[src/rtl/rr_mux_arbiter.sv]
// N-channel valid/ready multiplexer with a built-in round-robin or fixed-priority arbiter
// driving the select, followed by a single registered output stage.
module rr_mux_arbiter #(
  parameter int unsigned N    = 4,
  parameter int unsigned W    = 8,
  parameter int unsigned MODE = 0,
  localparam int unsigned SW  = (N > 2) ? $clog2(N) : 1
) (
  input  logic           clk,
  input  logic           rst_n,
  input  logic [N-1:0]   in_valid,
  input  logic [N*W-1:0] in_data,
  output logic [N-1:0]   in_ready,
  output logic           out_valid,
  output logic [W-1:0]   out_data,
  output logic [SW-1:0]  out_sel,
  input  logic           out_ready
);

  logic [W-1:0]  data_arr [N];
  logic [SW-1:0] ptr;
  logic [SW-1:0] start;
  logic [SW-1:0] win_idx;
  logic [SW:0]   idx_ext;
  logic [N-1:0]  grant;
  logic          found;
  logic          load;
  logic          transfer;

  for (genvar g = 0; g < N; g++) begin : g_unpack
    assign data_arr[g] = in_data[g*W +: W];
  end

  // Search starts at the rr pointer (or at 0 for fixed priority) and wraps mod N.
  always_comb begin
    grant   = '0;
    win_idx = '0;
    found   = 1'b0;
    idx_ext = '0;
    start   = (MODE == 1) ? '0 : ptr;
    for (int unsigned k = 0; k < N; k++) begin
      idx_ext = {1'b0, start} + (SW+1)'(k);
      if (idx_ext >= (SW+1)'(N)) begin
        idx_ext = idx_ext - (SW+1)'(N);
      end
      if (!found && in_valid[idx_ext[SW-1:0]]) begin
        found   = 1'b1;
        win_idx = idx_ext[SW-1:0];
      end
    end
    if (found) begin
      grant[win_idx] = 1'b1;
    end
  end

  assign load     = ~out_valid | out_ready;
  assign transfer = load & found;
  assign in_ready = grant & {N{load & rst_n}};

  // Output stage and rr pointer; the pointer only moves when a word is taken.
  always_ff @(posedge clk or negedge rst_n) begin
    if (!rst_n) begin
      out_valid <= 1'b0;
      out_data  <= '0;
      out_sel   <= '0;
      ptr       <= '0;
    end else if (transfer) begin
      out_valid <= 1'b1;
      out_data  <= data_arr[win_idx];
      out_sel   <= win_idx;
      ptr       <= (win_idx == SW'(N-1)) ? '0 : win_idx + SW'(1);
    end else if (load) begin
      out_valid <= 1'b0;
    end
  end

endmodule

[config.mk]
export PLATFORM = sky130hd
export DESIGN_NAME = rr_mux_arbiter
export DESIGN_NICKNAME = d
export VERILOG_FILES = /design/src/rtl/rr_mux_arbiter.sv
export SDC_FILE = /design/constraint.sdc
export NUM_CORES = 1
export LEC_CHECK = 0
export ABC_AREA = 1
export CELL_PAD_IN_SITES_DETAIL_PLACEMENT = 0
export CELL_PAD_IN_SITES_GLOBAL_PLACEMENT = 1
export CORE_UTILIZATION = 28
export CTS_BUF_LIST = sky130_fd_sc_hd__clkbuf_4 sky130_fd_sc_hd__clkbuf_8 sky130_fd_sc_hd__clkbuf_16
export CTS_CLUSTER_DIAMETER = 100
export DETAILED_ROUTE_END_ITERATION = 6
export PLACE_DENSITY_LB_ADDON = 0.12
export REMOVE_ABC_BUFFERS = 1
export SYNTH_ARGS = -nofsm -noshare
export SYNTH_HDL_FRONTEND = slang
export SYNTH_SLANG_ARGS = --single-unit
[constraint.sdc]
create_clock -name clk -period 2.3 [get_ports clk]
set_input_delay 0.23 -clock clk [delete_from_list [all_inputs] [get_ports clk]]
set_output_delay 0.23 -clock clk [all_outputs]
set_load 0.02 [all_outputs]
==> impl.org, run 1 <==
** Run status
- The flow ran to the end, and the final reports show no timing, DRC or antenna violations.

** Timing
- TNS Setup :: 0 ns
- Headroom to the max-slew limit came out at 75.3%.
- The worst path meets setup with 0.0467 ns of slack.
- Share of the cycle needed by the critical path after routing :: 98.0%
- Final Hold Slack :: 0.337 ns
- For the finished layout, the period the worst path requires is 2.25 ns.
- Number of hold violations in the final report :: 0
- Peak clock frequency supported by timing :: 444 MHz
- Max Clock Skew :: 0.000667 ns
- Pins Over Slew Limit :: 0
- Setup repair after global routing missed its margin :: true
- At the pin with the least slew margin, the transition time is 0.370 ns.
- Setup violations remaining at the end of the flow were counted as 0.

** Synthesis
- After technology mapping, the gate count stands at 213.
- Yosys top cell by area :: dfrtp_1
- Library cells used by synthesis :: 21
- Share of Yosys cell area claimed by the top area cell type :: 25.0%
- Count of yosys warnings during synthesis :: 0
- Ranked by total cell area, the synthesized netlist is headed by dfrtp_1, nand2_1, nand3_1.
- Fraction of the yosys area taken by sequential cells :: 25.0%
- Synth Cell Area :: 1300 um^2
- The synthesized design contains 13 register bits.
- The average instance in the mapped netlist occupies 6.12 um^2.

** Clock network
- TritonCTS clock tree :: built
- Clock tree buffer depth :: 2
- Clock slew at reported path FFs :: 0.05 ns
- For this design, the CTS-stage hold fixing added 0 buffers.
- In this run the number of H-tree levels came out at 1.
- The tree is rooted in a clkbuf_8.
- The clock reaches the later pin of the worst-skew pair after 0.23 ns.
- The number of clock buffers added by TritonCTS is 3.
- CTS saw 13 sinks.

** Routing
- After detailed routing, the average wire length per cell comes to 10.6 um.
- Number of violations reported at the end of detailed-routing iteration 0 :: 46
- Post-route DRC violation count :: 0
- The count of nets left with antenna violations once routing finished came out at 0.
- After detailed routing, the total wire length is 3.66 mm.
- Dividing the detail-routed via count by the number of cells gives 4.30.
- The pre-antenna-repair detailed-routing pass consisted of 4 iterations.
- Summing over every cut layer, the via total after detailed routing is 1483.

** Worst hold path
- The min-delay analysis places its worst path in the category input pin to asynchronous set/reset pin.

** Setup path
- Reg-to-Reg Start :: ptr[0]$_DFFE_PN0P_
- Category of the most critical setup path :: flip-flop to output port
- STA puts the critical path data required time at 2.07 ns.
- In this run the worst path has a maximum fanout of 5.
- Critical path arrival :: 2.02 ns
- STA classifies the critical path startpoint as a flip-flop.
- STA classifies the critical path endpoint as an output port.
- Crit path from :: ptr[0]$_DFFE_PN0P_

** Cells and area
- Cell Count, Final, Fillers Out :: 345
- The library cell used most frequently in the layout, excluding fill and tap cells, is nand2_1.
- Post-layout net count :: 337
- Counting the fill cells in the layout gives 453.
- In the layout the commonest cells are nand2_1, clkdlybuf4s50_1, inv_1, nand3_1, buf_4.
- Share of cells above drive strength 1 :: 30.4%
- 0 antenna diodes ended up in the layout.
- Area added between synthesis and finish :: 74.9%

** Global route
- The number of global-route vias before repair was 1310.
- The total overflow left after global routing is 0.
- Entering global routing, the biggest net connects 14 pins.
- Total global-route track usage :: 14.3%
- The first global-routing pass estimated 5.87 mm of wire.
- Initial antenna violation count :: 0

** Place
- Counting tap cells, the placed design contains a total of 331 instances.
- In this run the tool buffered the top-level ports with 53 buffer cells.
- Final RePlAce weighted congestion :: 0.772
- Once detailed placement completed, the half-perimeter wirelength came to 2.70 mm.
- Pre-CTS setup slack :: -0.298 ns

** Power
- Maximum VDD drop :: 672 uV
- Power per standard cell area :: 1780 nW/um^2
- After layout, the design draws a total of 4050 uW.
- Summed over all cells, the static leakage comes to 0.00122 uW.

** Floorplan
- Starting Density :: 29.5%
- Area of the core region :: 4410 um^2
- The die covers 4930 um^2.
- Number of rows created at floorplan :: 24
- Die Y :: 70.2 um
- The die is 70.2 um wide.
- Boundary Pins :: 54

** Run
- Across the run, the number of max-cap violations was 0.
==> synth_stat cells <==
library cell,instances
o21a_1,1
nor2_2,1
nand3_2,2
nand3_1,34
inv_1,39
o21ai_0,2
a21boi_0,1
nor2_8,1
buf_2,3
buf_4,1
ha_1,4
dfrtp_1,13
nand4_1,1
inv_2,3
nor2_1,4
buf_6,2
nand3_4,1
nand2_4,5
o21ai_2,1
nand2_1,83
nand2_2,11
==> layer usage <==
layer  track usage (%)  up-vias  share of wire [%]
li1                  -      804                  -
met1              20.5      635                 48
met2              23.2       40                 47
met3              1.73        4                4.0
met4              2.67        0                1.1
met5                 0        -                  0
==> final timing paths <==
kind / slack, ns / end / depth (start not counted)
max in group asynchronous: 1.79 / ptr[0]$_DFFE_PN0P_ / 2
worst min register to register: 0.49 / out_data[7]$_DFFE_PN0P_ / 2
worst min-delay path: 0.34 / out_data[3]$_DFFE_PN0P_ / 2
worst max-delay path: 0.05 / in_ready[3] / 14
min in group clk: 0.49 / out_data[7]$_DFFE_PN0P_ / 2
worst max register to register: 0.15 / out_data[2]$_DFFE_PN0P_ / 17
==> timing repair <==
action / 4_1_cts / 5_1_grt
setup endpoints to repair: 4 / 4
setup buffers: 0 / 9
cloned: 0 / 1
gates resized for setup: 14 / 52
pin swaps: 0 / 18
==> cells by family (layout without fill, tap and decap cells) <==
kind of cell | count (synthesis) | in the layout | share of synthesized area [%]
AOI/OAI and AO/OA | 5 | 5 | 2.59
DFF | 13 | 13 | 25.0
and+or+nand+nor | 143 | 143 | 53.1
adders and majority gates | 4 | 4 | 3.84
buffers and inverters | 48 | 128 | 15.5
==> stage by stage <==
| step | utilization, % | cell area, um^2 |
|---|---|---|
| after floorplan | - | 1260 |
| after global placement | 45.2 | 2000 |
| after detailed placement | 45.2 | 2000 |
| after CTS | 46.4 | 2050 |
| after global routing | 51.6 | 2280 |
| final | 51.6 | 2280 |
==> power by group <==
part,internal [uW],leakage [uW],switching [uW]
clock network,134,0.0000262,75.1
registers,365,0.000154,90.5
logic,1500,0.00104,1880
total,2000,0.00122,2050
==> critical path, cell delays in order (launching register included) <==
cell	delay, ns
dfrtp_2	0.45
clkinvlp_4	0.18
nand2_2	0.10
nand2_2	0.06
nand2_2	0.08
nand2_4	0.07
nor2_8	0.14
nand3_2	0.09
nand3_2	0.10
nand2_4	0.09
inv_4	0.09
ha_4	0.12
nand3_2	0.07
inv_2	0.05
buf_6	0.10
==> layout make-up <==
class,instances,area [um^2],area share (%)
clock buffer,4,48.8,2.14
inverter,42,170,7.46
multi-input combinational,152,912,40.0
sequential,13,327,14.3
tap,52,65.1,2.85
timing repair buffer,81,749,32.9
timing repair inverter,1,7.51,0.329
==> registers in the layout, indices dropped and copies added (netlist names) <==
signal and count:
out_sel 2, out_data 8, out_valid 1, ptr 2
No activity file was read; power rests on OpenSTA's default activity.
==> run 2, diff against run 1 <==
--- a/config.mk
+++ b/config.mk
@@ -12,7 +12,8 @@
 export CTS_BUF_LIST = sky130_fd_sc_hd__clkbuf_4 sky130_fd_sc_hd__clkbuf_8 sky130_fd_sc_hd__clkbuf_16
 export CTS_CLUSTER_DIAMETER = 100
 export DETAILED_ROUTE_END_ITERATION = 6
-export PLACE_DENSITY_LB_ADDON = 0.12
+export HOLD_SLACK_MARGIN = 0.05
+export PLACE_DENSITY = 0.8
 export REMOVE_ABC_BUFFERS = 1
 export SYNTH_ARGS = -nofsm -noshare
 export SYNTH_HDL_FRONTEND = slang
==> impl.org, run 2 (same netlist as run 1, synthesis figures left out) <==
** Timing
- Final Setup Violations :: 0 (unchanged)
- Normalized max-slew margin :: 66.2% (was 75.3%)
- Max Clock Skew :: 0.000774 ns (was 0.000667 ns)
- Peak clock frequency supported by timing :: 440 MHz (was 444 MHz)
- Setup repair after global routing missed its margin: true (unchanged).
- The hold slack was 0.341 ns (was 0.337 ns).
- The count of final hold-check violations came to 0 (unchanged).
- Tightest Pin Transition :: 0.503 ns (was 0.370 ns)
- The clock period minus worst slack was 2.27 ns (was 2.25 ns).
- The number of slew-limit violations in the final report was 0 (unchanged).
- Share of the cycle needed by the critical path after routing :: 98.7% (was 98.0%)

** Power
- The combinational share of power was 82.8% (was 83.6%).
- Clock network fraction of design power :: 5.2% (about the same)
- Switching component of the power :: 1960 uW (was 2050 uW)
- Pleak :: 0.00120 uW (was 0.00122 uW)
- Switching Share :: 50.9% (was 50.6%)
- Portion of total power attributed to sequential cells :: 12.0% (was 11.2%)
- The power per unit of standard cell area came to 1750 nW/um^2 (was 1780 nW/um^2).
- Internal cell power :: 1900 uW (was 2000 uW)
- Maximum VDD drop :: 770 uV (was 672 uV)

** Place
- Final RePlAce weighted congestion :: 0.810 (was 0.772)
- Final HPWL from detailed placement :: 2.65 mm (was 2.70 mm)
- Instance area at placement :: 2000 um^2 (about the same)
- Number of port buffers :: 53 (unchanged)
- Total placed cells including tap cells :: 330 (was 331)

** Cells and area
- The final-layout fill cell count is 463 (was 453).
- Post-layout net count :: 334 (was 337)
- Most frequent cells in the layout :: nand2_1, clkdlybuf4s50_1, inv_1, nand3_1, buf_4 (unchanged)
- Cell Count, Final, Fillers Out :: 342 (was 345)
- Top register by number of flip-flops :: out_data (unchanged)
- The proportion of layout cells with a drive suffix above 1 came to 28.6% (was 30.4%).
- The number of diodes added for antenna fixing is 0 (unchanged).
- Number of flip-flops under the largest register name :: 8 (unchanged)
- Design Area, Final :: 2210 um^2 (was 2280 um^2)
- Biggest regs :: out_data: 8 flops, out_sel: 2 flops, ptr: 2 flops (unchanged)
- Leading cell type in the layout, fill and taps excluded :: nand2_1 (unchanged)
- Area added between synthesis and finish :: 69.6% (was 74.9%)

** Setup path
- Maximum fanout encountered on the critical timing path :: 8 (was 5)
- CP max-delay cell :: dfrtp_2 (unchanged)
- The kind of launch point of the worst setup path is a flip-flop (unchanged).
- The endpoint arrival time on the critical path was 2.04 ns (was 2.02 ns).
- The type of the worst setup path is flip-flop to output port (unchanged).
- Maximum cell stage delay along the critical path :: 0.47 ns (was 0.45 ns)
- CP most frequent cell :: nand2_4
- The required time at the endpoint of the critical path was 2.07 ns (about the same).
- Ordered list of cells on the worst path: buf_12, nand2_4, nand2_4, nand2_4, nand2_4, nor2_8, nand4_1, nand2_4, inv_4, ha_2, nand3_1, inv_1, buf_6 (was clkinvlp_4, nand2_2, nand2_2, nand2_2, nand2_4, nor2_8, nand3_2, nand3_2, nand2_4, inv_4, ha_4, nand3_2, inv_2, buf_6).
- Crit end category :: output port (unchanged)

** Routing
- Via-to-Cell Ratio :: 4.34 (was 4.30)
- Final Routed Wirelength :: 3.50 mm (was 3.66 mm)
- The total number of vias is 1483 (unchanged).
- The starting DRC count in detailed routing came to 35 (was 46).
- Final routed wire length divided by cell count :: 10.2 um (was 10.6 um)
- The count of TritonRoute iterations in the first routing pass is 4 (unchanged).
- The count of nets left with antenna violations after detail routing is 0 (unchanged).
- Post-route DRC violation count :: 0 (unchanged)

** Global route
- The number of global-route vias before repair came to 1382 (was 1310).
- Total global-route track usage :: 14.9% (was 14.3%)
- The largest net degree at the start of global routing is 14 (unchanged).
- Initial antenna violation count :: 0 (unchanged)
- The global-route congestion overflow total was 0 (unchanged).
- Wire length of the first global-routing pass :: 6.02 mm (was 5.87 mm)

** Floorplan
- X dimension of the die :: 70.2 um (unchanged)
- Area of the core region :: 4410 um^2 (unchanged)
- Boundary Pins :: 54 (unchanged)
- Die Area :: 4930 um^2 (unchanged)
- The cell row count is 24 (unchanged).
- Starting Density :: 29.5% (unchanged)
- Die Y :: 70.2 um (unchanged)

** Clock network
- The CTS tree was built (unchanged).
- The clock buffer count from CTS is 3 (unchanged).
- The number of sinks handled by clock tree synthesis came to 13 (unchanged).
- Worst-Skew Late Latency :: 0.24 ns (was 0.23 ns)
- The H-tree level count came to 1 (unchanged).
- The clock-pin slew on the worst setup and hold paths was 0.06 ns (was 0.05 ns).
- CTS root buffer :: clkbuf_8 (unchanged)
- Clock tree buffer depth :: 2 (unchanged)

** Run
- Total of max-cap violations :: 0 (unchanged)

** Run status
- Status :: complete, no violations (unchanged)

** Worst hold path
- The class of the tightest hold or removal check is input pin to asynchronous set/reset pin (unchanged).
## run 2: changes by cell type in the layout (fill, tap and decap cells not counted), moves of 3 or more
cell / change
inv_1: +3
ha_4: -3
nand2_1: -4
nand2_2: +4
inv_2: -3
## run 2: final timing paths
| check | start | end | slack (ns) | depth (start not counted) |
|---|---|---|---|---|
| max in group asynchronous | rst_n | ptr[0]$_DFFE_PN0P_ | 1.78 | 2 |
| hold reg to reg | out_data[5]$_DFFE_PN0P_ | out_data[5]$_DFFE_PN0P_ | 0.50 | 2 |
| setup reg to reg | ptr[0]$_DFFE_PN0P_ | out_data[0]$_DFFE_PN0P_ | 0.22 | 14 |
| hold / removal | rst_n | out_data[0]$_DFFE_PN0P_ | 0.34 | 2 |
| min in group clk | out_data[5]$_DFFE_PN0P_ | out_data[5]$_DFFE_PN0P_ | 0.50 | 2 |
| setup / recovery | ptr[0]$_DFFE_PN0P_ | in_ready[3] | 0.03 | 13 |
## run 2: power groups by stage
stage | clock network (uW) | registers, uW | logic [uW]
after floorplan | 0 | 572 | 1560
after global placement | 0 | 450 | 2780
after detailed placement | 0 | 445 | 2810
after CTS | 206 | 457 | 2840
after global routing | 216 | 475 | 3580
final | 201 | 462 | 3200
## run 2: what timing repair did
item / CTS / global route
cloned: 1 / 0
setup buffers: 2 / 5
pin swaps: 1 / 14
hold buffers: 0 / 0
resized for setup: 19 / 37
setup endpoints to repair: 4 / 4
## run 2: routing by layer
metal	global-route usage, %	vias to the layer above	wire length, um
met2	24.2	35	1630
met4	0.667	0	0
met3	3.32	0	155
met5	0	-	0
met1	21.0	651	1720
li1	-	797	-
## run 2: final cells by class
class | instances | area [um^2] | area share, %
clock buffer | 3 | 41.3 | 1.87
clock inverter | 1 | 5.00 | 0.226
inverter | 42 | 165 | 7.47
multi-input combinational | 152 | 868 | 39.3
sequential | 13 | 327 | 14.8
tap | 52 | 65.1 | 2.94
timing repair buffer | 78 | 732 | 33.1
timing repair inverter | 1 | 7.51 | 0.340
## run 2: worst max-delay path: cells and delay by family, from the launching register on
kind                     cells  cell delay, ns
buffers and inverters        4            0.39
flip-flops                   1            0.47
adder cells (fa/ha/maj)      1            0.16
AND/OR/NAND/NOR              8            0.77
## run 2: metrics by stage
step	total power [uW]	setup WS, ns	TNS (ns)	utilization [%]
2_1_floorplan	2130	-0.00710	-0.0142	-
3_3_place_gp	3230	-0.305	-1.12	45.4
3_5_place_dp	3250	-0.323	-1.16	45.4
4_1_cts	3500	0.0166	0	46.5
5_1_grt	4270	-0.0923	-0.297	50.1
6_report	3860	0.0289	0	50.1
